`src/rtl/lsu_align_ctrl_if.sv`:
```
// Request/response and data-memory bundle for the MEM-stage load/store sequencer.
// The master side is the pipeline plus data_memory; the slave side is the sequencer.
interface lsu_align_ctrl_if #(
    parameter int CNT_W = 16
);
    logic             req_valid_i;
    logic             req_we_i;
    logic [2:0]       req_funct3_i;
    logic [31:0]      req_addr_i;
    logic [31:0]      req_wdata_i;
    logic             req_ready_o;
    logic             busy_o;
    logic             done_o;
    logic             err_o;
    logic [31:0]      rdata_o;
    logic [CNT_W-1:0] misalign_cnt_o;
    logic [31:0]      mem_addr_o;
    logic [31:0]      mem_wdata_o;
    logic             mem_read_en_o;
    logic             mem_write_en_o;
    logic [2:0]       mem_funct3_o;
    logic [31:0]      mem_rdata_i;

    modport master (
        output req_valid_i, req_we_i, req_funct3_i, req_addr_i, req_wdata_i,
        output mem_rdata_i,
        input  req_ready_o, busy_o, done_o, err_o, rdata_o, misalign_cnt_o,
        input  mem_addr_o, mem_wdata_o, mem_read_en_o, mem_write_en_o, mem_funct3_o
    );

    modport slave (
        input  req_valid_i, req_we_i, req_funct3_i, req_addr_i, req_wdata_i,
        input  mem_rdata_i,
        output req_ready_o, busy_o, done_o, err_o, rdata_o, misalign_cnt_o,
        output mem_addr_o, mem_wdata_o, mem_read_en_o, mem_write_en_o, mem_funct3_o
    );
endinterface

```
`src/rtl/lsu_align_ctrl.sv`:
```
// MEM-stage load/store sequencer: passes aligned accesses through and splits
// misaligned halves/words into byte accesses, reassembling load data.
module lsu_align_ctrl #(
    parameter bit SPLIT_EN = 1'b1,
    parameter int CNT_W    = 16
) (
    input logic            clk,
    input logic            rst_n,
    lsu_align_ctrl_if.slave bus
);

    localparam logic [1:0] S_IDLE   = 2'd0;
    localparam logic [1:0] S_ACCESS = 2'd1;
    localparam logic [1:0] S_DONE   = 2'd2;

    localparam logic [2:0] F3_B  = 3'b000;
    localparam logic [2:0] F3_H  = 3'b001;
    localparam logic [2:0] F3_W  = 3'b010;
    localparam logic [2:0] F3_BU = 3'b100;
    localparam logic [2:0] F3_HU = 3'b101;

    logic [1:0]       state_q, state_d;
    logic             we_q, we_d;
    logic [2:0]       f3_q, f3_d;
    logic [31:0]      addr_q, addr_d;
    logic [31:0]      wdata_q, wdata_d;
    logic [1:0]       k_q, k_d;
    logic             split_q, split_d;
    logic [31:0]      buf_q, buf_d;
    logic [31:0]      rdata_q, rdata_d;
    logic             err_q, err_d;
    logic [CNT_W-1:0] cnt_q, cnt_d;

    logic        legal;
    logic        misal;
    logic        in_err;
    logic        in_split;
    logic [1:0]  k_last;
    logic [31:0] wsh;
    logic [31:0] asm_data;
    logic [31:0] result;

    always_comb begin
        legal = 1'b0;
        unique case (bus.req_funct3_i)
            F3_B, F3_H, F3_W: legal = 1'b1;
            F3_BU, F3_HU:     legal = ~bus.req_we_i;
            default:          legal = 1'b0;
        endcase
        misal = ((bus.req_funct3_i[1:0] == 2'b01) & bus.req_addr_i[0])
              | ((bus.req_funct3_i[1:0] == 2'b10) & (|bus.req_addr_i[1:0]));
        in_split = legal & misal & SPLIT_EN;
        in_err   = ~legal | (misal & ~SPLIT_EN);
    end

    assign k_last = ~split_q ? 2'd0 : ((f3_q[1:0] == 2'b01) ? 2'd1 : 2'd3);
    assign wsh    = wdata_q >> {k_q, 3'b000};

    // Memory side decodes straight from state/k so each byte lands in its own cycle.
    always_comb begin
        bus.mem_addr_o     = 32'd0;
        bus.mem_wdata_o    = 32'd0;
        bus.mem_funct3_o   = 3'd0;
        bus.mem_read_en_o  = 1'b0;
        bus.mem_write_en_o = 1'b0;
        if (state_q == S_ACCESS) begin
            bus.mem_read_en_o  = ~we_q;
            bus.mem_write_en_o = we_q;
            if (split_q) begin
                bus.mem_addr_o   = addr_q + {30'd0, k_q};
                bus.mem_funct3_o = we_q ? F3_B : F3_BU;
                bus.mem_wdata_o  = {24'd0, wsh[7:0]};
            end else begin
                bus.mem_addr_o   = addr_q;
                bus.mem_funct3_o = f3_q;
                bus.mem_wdata_o  = wdata_q;
            end
        end
    end

    always_comb begin
        asm_data = buf_q;
        asm_data[{k_q, 3'b000} +: 8] = bus.mem_rdata_i[7:0];
    end

    always_comb begin
        state_d = state_q;
        we_d    = we_q;
        f3_d    = f3_q;
        addr_d  = addr_q;
        wdata_d = wdata_q;
        k_d     = k_q;
        split_d = split_q;
        buf_d   = buf_q;
        rdata_d = rdata_q;
        err_d   = err_q;
        cnt_d   = cnt_q;
        result  = 32'd0;
        case (state_q)
            S_IDLE: begin
                if (bus.req_valid_i) begin
                    we_d    = bus.req_we_i;
                    f3_d    = bus.req_funct3_i;
                    addr_d  = bus.req_addr_i;
                    wdata_d = bus.req_wdata_i;
                    k_d     = 2'd0;
                    split_d = in_split;
                    buf_d   = 32'd0;
                    if (in_err) begin
                        state_d = S_DONE;
                        err_d   = 1'b1;
                        rdata_d = 32'd0;
                    end else begin
                        state_d = S_ACCESS;
                    end
                    if (in_split && !(&cnt_q))
                        cnt_d = cnt_q + CNT_W'(1);
                end
            end
            S_ACCESS: begin
                if (!we_q)
                    buf_d = split_q ? asm_data : bus.mem_rdata_i;
                if (!split_q)
                    result = buf_d;
                else if (f3_q == F3_H)
                    result = {{16{buf_d[15]}}, buf_d[15:0]};
                else if (f3_q == F3_HU)
                    result = {16'd0, buf_d[15:0]};
                else
                    result = buf_d;
                if (k_q == k_last) begin
                    state_d = S_DONE;
                    rdata_d = we_q ? 32'd0 : result;
                end else begin
                    k_d = k_q + 2'd1;
                end
            end
            S_DONE: begin
                state_d = S_IDLE;
                err_d   = 1'b0;
                rdata_d = 32'd0;
            end
            default: state_d = S_IDLE;
        endcase
    end

    always_ff @(posedge clk or negedge rst_n) begin
        if (!rst_n) begin
            state_q <= S_IDLE;
            we_q    <= 1'b0;
            f3_q    <= 3'd0;
            addr_q  <= 32'd0;
            wdata_q <= 32'd0;
            k_q     <= 2'd0;
            split_q <= 1'b0;
            buf_q   <= 32'd0;
            rdata_q <= 32'd0;
            err_q   <= 1'b0;
            cnt_q   <= '0;
        end else begin
            state_q <= state_d;
            we_q    <= we_d;
            f3_q    <= f3_d;
            addr_q  <= addr_d;
            wdata_q <= wdata_d;
            k_q     <= k_d;
            split_q <= split_d;
            buf_q   <= buf_d;
            rdata_q <= rdata_d;
            err_q   <= err_d;
            cnt_q   <= cnt_d;
        end
    end

    assign bus.req_ready_o    = (state_q == S_IDLE);
    assign bus.busy_o         = (state_q != S_IDLE);
    assign bus.done_o         = (state_q == S_DONE);
    assign bus.err_o          = err_q;
    assign bus.rdata_o        = rdata_q;
    assign bus.misalign_cnt_o = cnt_q;

endmodule
```
`src/flat_wrapper.sv`:
```
// flat-port wrapper written by rule: the top's interface ports become plain ports
module lsu_align_ctrl_flat 
#(
    parameter bit SPLIT_EN = 1'b1,
    parameter int CNT_W    = 16
)
  (clk, rst_n, bus_req_valid_i, bus_req_we_i, bus_req_funct3_i, bus_req_addr_i, bus_req_wdata_i, bus_mem_rdata_i, bus_req_ready_o, bus_busy_o, bus_done_o, bus_err_o, bus_rdata_o, bus_misalign_cnt_o, bus_mem_addr_o, bus_mem_wdata_o, bus_mem_read_en_o, bus_mem_write_en_o, bus_mem_funct3_o);
  lsu_align_ctrl_if #(.CNT_W(CNT_W)) bus_i ();
  input logic clk;
  input logic rst_n;
  input wire logic [$bits(bus_i.req_valid_i)-1:0] bus_req_valid_i;
  input wire logic [$bits(bus_i.req_we_i)-1:0] bus_req_we_i;
  input wire logic [$bits(bus_i.req_funct3_i)-1:0] bus_req_funct3_i;
  input wire logic [$bits(bus_i.req_addr_i)-1:0] bus_req_addr_i;
  input wire logic [$bits(bus_i.req_wdata_i)-1:0] bus_req_wdata_i;
  input wire logic [$bits(bus_i.mem_rdata_i)-1:0] bus_mem_rdata_i;
  output wire logic [$bits(bus_i.req_ready_o)-1:0] bus_req_ready_o;
  output wire logic [$bits(bus_i.busy_o)-1:0] bus_busy_o;
  output wire logic [$bits(bus_i.done_o)-1:0] bus_done_o;
  output wire logic [$bits(bus_i.err_o)-1:0] bus_err_o;
  output wire logic [$bits(bus_i.rdata_o)-1:0] bus_rdata_o;
  output wire logic [$bits(bus_i.misalign_cnt_o)-1:0] bus_misalign_cnt_o;
  output wire logic [$bits(bus_i.mem_addr_o)-1:0] bus_mem_addr_o;
  output wire logic [$bits(bus_i.mem_wdata_o)-1:0] bus_mem_wdata_o;
  output wire logic [$bits(bus_i.mem_read_en_o)-1:0] bus_mem_read_en_o;
  output wire logic [$bits(bus_i.mem_write_en_o)-1:0] bus_mem_write_en_o;
  output wire logic [$bits(bus_i.mem_funct3_o)-1:0] bus_mem_funct3_o;
  assign bus_i.req_valid_i = bus_req_valid_i;
  assign bus_i.req_we_i = bus_req_we_i;
  assign bus_i.req_funct3_i = bus_req_funct3_i;
  assign bus_i.req_addr_i = bus_req_addr_i;
  assign bus_i.req_wdata_i = bus_req_wdata_i;
  assign bus_i.mem_rdata_i = bus_mem_rdata_i;
  assign bus_req_ready_o = bus_i.req_ready_o;
  assign bus_busy_o = bus_i.busy_o;
  assign bus_done_o = bus_i.done_o;
  assign bus_err_o = bus_i.err_o;
  assign bus_rdata_o = bus_i.rdata_o;
  assign bus_misalign_cnt_o = bus_i.misalign_cnt_o;
  assign bus_mem_addr_o = bus_i.mem_addr_o;
  assign bus_mem_wdata_o = bus_i.mem_wdata_o;
  assign bus_mem_read_en_o = bus_i.mem_read_en_o;
  assign bus_mem_write_en_o = bus_i.mem_write_en_o;
  assign bus_mem_funct3_o = bus_i.mem_funct3_o;
  lsu_align_ctrl #(.SPLIT_EN(SPLIT_EN), .CNT_W(CNT_W)) u_core (.clk(clk), .rst_n(rst_n), .bus(bus_i));
endmodule
```
`config.mk`:
```
export PLATFORM = sky130hd
export DESIGN_NAME = lsu_align_ctrl_flat
export DESIGN_NICKNAME = d
export VERILOG_FILES = /design/src/rtl/lsu_align_ctrl_if.sv /design/src/rtl/lsu_align_ctrl.sv /design/src/flat_wrapper.sv
export SDC_FILE = /design/constraint.sdc
export NUM_CORES = 1
export LEC_CHECK = 0
export CELL_PAD_IN_SITES_DETAIL_PLACEMENT = 1
export CELL_PAD_IN_SITES_GLOBAL_PLACEMENT = 2
export CORE_MARGIN = 3
export CORE_UTILIZATION = 30
export CTS_BUF_LIST = sky130_fd_sc_hd__clkbuf_4 sky130_fd_sc_hd__clkbuf_8 sky130_fd_sc_hd__clkbuf_16
export CTS_CLUSTER_SIZE = 16
export DETAILED_ROUTE_END_ITERATION = 12
export GPL_TIMING_DRIVEN = 1
export PLACE_DENSITY = 0.8
export REMOVE_ABC_BUFFERS = 1
export SLEW_MARGIN = 20
export SYNTH_ARGS = -nofsm -noshare
export SYNTH_HDL_FRONTEND = slang
export SYNTH_SLANG_ARGS = --single-unit
```
`constraint.sdc`:
```
create_clock -name clk -period 3.58 [get_ports clk]
set_input_delay 0.895 -clock clk [delete_from_list [all_inputs] [get_ports clk]]
set_output_delay 0.895 -clock clk [all_outputs]
set_load 0.01 [all_outputs]
```
==> results of run 1 <==
==> final timing paths <==
kind	from	to	cells after the start
max	u_core.k_q[0]$_DFFE_PN0P_	bus_mem_addr_o[24]	10
min	rst_n	u_core.bus.rdata_o[13]$_DFFE_PN0P_	1
max reg2reg	u_core.k_q[0]$_DFFE_PN0P_	u_core.bus.rdata_o[23]$_DFFE_PN0P_	9
min reg2reg	u_core.buf_q[15]$_DFFE_PN0P_	u_core.buf_q[15]$_DFFE_PN0P_	2
max in group asynchronous	rst_n	u_core.wdata_q[4]$_DFFE_PN0P_	2
min in group clk	u_core.buf_q[15]$_DFFE_PN0P_	u_core.buf_q[15]$_DFFE_PN0P_	2
==> power groups by stage <==
| stage | sequential [mW] | combinational, mW | clock [mW] |
|---|---|---|---|
| 6_report | 2.93 | 3.69 | 1.96 |
| 5_1_grt | 3.03 | 4.05 | 2.08 |
| 4_1_cts | 2.93 | 3.69 | 2.00 |
| 3_5_place_dp | 2.96 | 3.68 | 0 |
| 3_3_place_gp | 2.92 | 3.63 | 0 |
| 2_1_floorplan | 2.90 | 2.04 | 0 |
==> state kept, by name, indices dropped and copies added, names as in the netlist, 2 cells and up <==
| register | count |
|---|---|
| u_core.addr_q | 32 |
| u_core.buf_q | 32 |
| u_core.bus.misalign_cnt_o | 16 |
| u_core.bus.rdata_o | 32 |
| u_core.f3_q | 3 |
| u_core.k_q | 2 |
| u_core.state_q | 2 |
| u_core.wdata_q | 32 |
==> per-stage QoR <==
stage / utilization / power [mW] / hold slack, ns
6_report: 0.437 / 8.58 / 0.352
5_1_grt: 0.437 / 9.17 / 0.352
4_1_cts: 0.436 / 8.62 / 0.344
3_5_place_dp: 0.411 / 6.64 / 0.467
3_3_place_gp: 0.411 / 6.56 / 0.456
2_1_floorplan: - / 4.94 / 0.441
==> layout make-up <==
class / instances / area (sq um)
Sequential cell: 154 / 3860
Clock inverter: 12 / 163
Inverter: 19 / 75.1
Timing Repair Buffer: 260 / 2500
Timing Repair inverter: 1 / 5.00
Fill cell: 2957 / 14900
Tap cell: 335 / 419
Multi-Input combinational cell: 557 / 4070
Clock buffer: 20 / 467
==> kinds of logic (layout without fill, tap and decap cells) <==
logic type	Yosys count	in the layout	share of synthesized area
multiplexers	104	104	0.143
buffers and inverters	63	312	0.0331
AO/OA/AOI/OAI	182	182	0.144
AND/OR/NAND/NOR	221	221	0.148
XOR/XNOR	38	38	0.0408
adder cells (fa/ha/maj)	12	12	0.0193
flip-flops	154	154	0.472
==> repair_timing <==
item | in CTS | in global routing
endpoints found under the setup margin | 24 | 22
gates cloned | 0 | 1
pin swaps | 3 | 0
resized for setup | 32 | 16
buffers inserted | 2 | 5
==> placed cells by master, fill, tap and decap left out, types with 9 or more instances in the layout <==
cell type	Yosys	routed
clkdlybuf4s50_1	0	196
dlygate4sd2_1	0	16
xnor2_1	29	29
buf_4	3	34
a21oi_1	51	50
nor2b_1	12	12
a22oi_1	15	15
dfrtp_1	154	152
mux2_2	97	97
nand3_1	17	17
xor2_1	9	9
ha_1	11	11
and3_1	31	31
a22o_1	15	15
o21ai_0	42	42
clkbuf_16	0	17
nor2_1	48	48
inv_1	18	17
nand2_1	52	51
nand4_1	18	18
o22ai_1	10	10
==> layer usage <==
| metal | wire (um) | GRT usage | up-vias |
|---|---|---|---|
| li1 | - | - | 3300 |
| met1 | 12700 | 0.259 | 3593 |
| met2 | 13200 | 0.304 | 188 |
| met3 | 1530 | 0.0437 | 28 |
| met4 | 435 | 0.0476 | 0 |
| met5 | 0 | 0 | - |
==> results.py, run 1 <==
metrics = {
    "routing": {
        "vias_per_cell": 5.23,
        "dr.pass1.iters": 5,
        "drtAntennaViolNets": 0,
        "wl_per_cell_um": 20.6,
        "via_count": 7109,
        "drt-total-wl_um": 27900,
        "drt_iter0_markers": 358,
        "drc": 0,
    },
    "sta": {
        "setup_viol": 0,
        "hold_viol": 0,
        "rsz0062_at_grt": "false",
        "fin_skew_ns": 0.0141,
        "setup_ws_ns": 0.141,
        "fin_crit_ns": 3.44,
        "max_freq_ghz": 0.291,
        "period_share": 0.960,
        "worstMarginPinSlew_ns": 0.958,
        "drv_slew": 0,
        "fin_tns_setup_ns": 0,
        "slew_headroom": 0.356,
    },
    "die": {
        "ios": 224,
        "num_rows": 59,
        "fp.dieH_um": 171,
        "initial_core_util": 0.309,
        "dieArea_sq_um": 29200,
        "placeableCoreArea_sq_um": 26400,
        "die_w_um": 171,
    },
    "place": {
        "dp.cells": 1318,
        "dp_slack_ns": 0.176,
        "io_buffers": 223,
        "dpl.hpwl_um": 19500,
        "gp_congestion": 0.789,
        "placed_cell_area_sq_um": 10900,
    },
    "global_routing": {
        "grt_pass1_wl_um": 43600,
        "grt_pass1_vias": 7599,
        "grt_max_degree": 76,
        "antenna_found_initial": 0,
        "overflow": 0,
        "grtUsageTotal": 0.189,
    },
    "logic_synthesis": {
        "syn_inst": 774,
        "avgSynthCellArea_sq_um": 10.5,
        "ys_seq_area_frac": 0.472,
        "synthArstFlopShare": 1.00,
        "yosys.area.top_type": "dfrtp_1",
        "synthesis.area_sq_um": 8160,
        "synth_seq_cells": 154,
        "ys.flop_type": "dfrtp_1",
        "synthTopCellsByCount": "dfrtp_1, mux2_2, nand2_1",
        "yosysTopAreaCellShare": 0.472,
        "ys_types": 56,
        "yosysMostFrequentCell": "dfrtp_1",
        "synth_edf_count": 0,
        "yosysWarnings": 0,
        "yosys-top-cells-area": "dfrtp_1, mux2_2, a21oi_1",
    },
    "clocking": {
        "clockBufferDepth": 2,
        "cts_sinks": 154,
        "cts_tree": "built",
        "postCtsHoldBufs": 0,
        "insertion_delay_ns": 0.43,
        "htreeDepth": 4,
        "cts.clk_slew.worst_paths_ns": 0.07,
        "root_buffer": "clkbuf_16",
        "cts_made_buffers": 17,
    },
    "critical_path": {
        "crit_type": "reg -> out",
        "crit_family": "simple AND/OR/NAND/NOR gates",
        "crit_buf_inv": 3,
        "cp_data_required_time_ns": 2.68,
        "max_stage_delay_ns": 0.38,
        "critPathArrivalTime_ns": 2.54,
        "cp_cell_sequence": "ha_1, inv_1, fa_1, and3b_1, nand4_1, buf_6, nor3_2, xnor2_1, nor2_1, clkdlybuf4s15_1",
        "regToRegSetupSlack_ns": 0.80,
        "cp-start-kind": "flip-flop",
        "crit_fanout": 9,
        "cp_slowest_cell": "fa_1",
        "cp-end-kind": "primary output",
    },
    "power_and_ir_drop": {
        "p_per_area_nw_per_um2": 742,
        "ir_drop_uv": 333,
        "p_sw_frac": 0.380,
        "pwr-share-seq": 0.342,
        "clockPowerShare": 0.228,
        "p_comb_frac": 0.430,
        "p_int_mw": 5.32,
        "p_switching_mw": 3.26,
        "cellLeakagePower_nw": 4.98,
    },
    "cells_and_area": {
        "finalInstanceArea_sq_um": 11600,
        "instances_no_fill": 1358,
        "nNetsFinal": 1125,
        "drive_gt1_frac": 0.195,
        "area_delta_synth_final_pct": 41.6,
        "antenna_cells": 0,
    },
    "min_path": {
        "min_path_type": "in -> async",
    },
    "status": {
        "status": "finished clean",
    },
    "flow_run": {
        "max_cap_viol_count": 0,
    },
}
(Power assumes the default switching activity.)
==> run 2: changes to the inputs <==
GPL_ROUTABILITY_DRIVEN = 0   (was default)
==> results of run 2 <==
No change in the layout: final DEF, timing and power equal those of run 1.
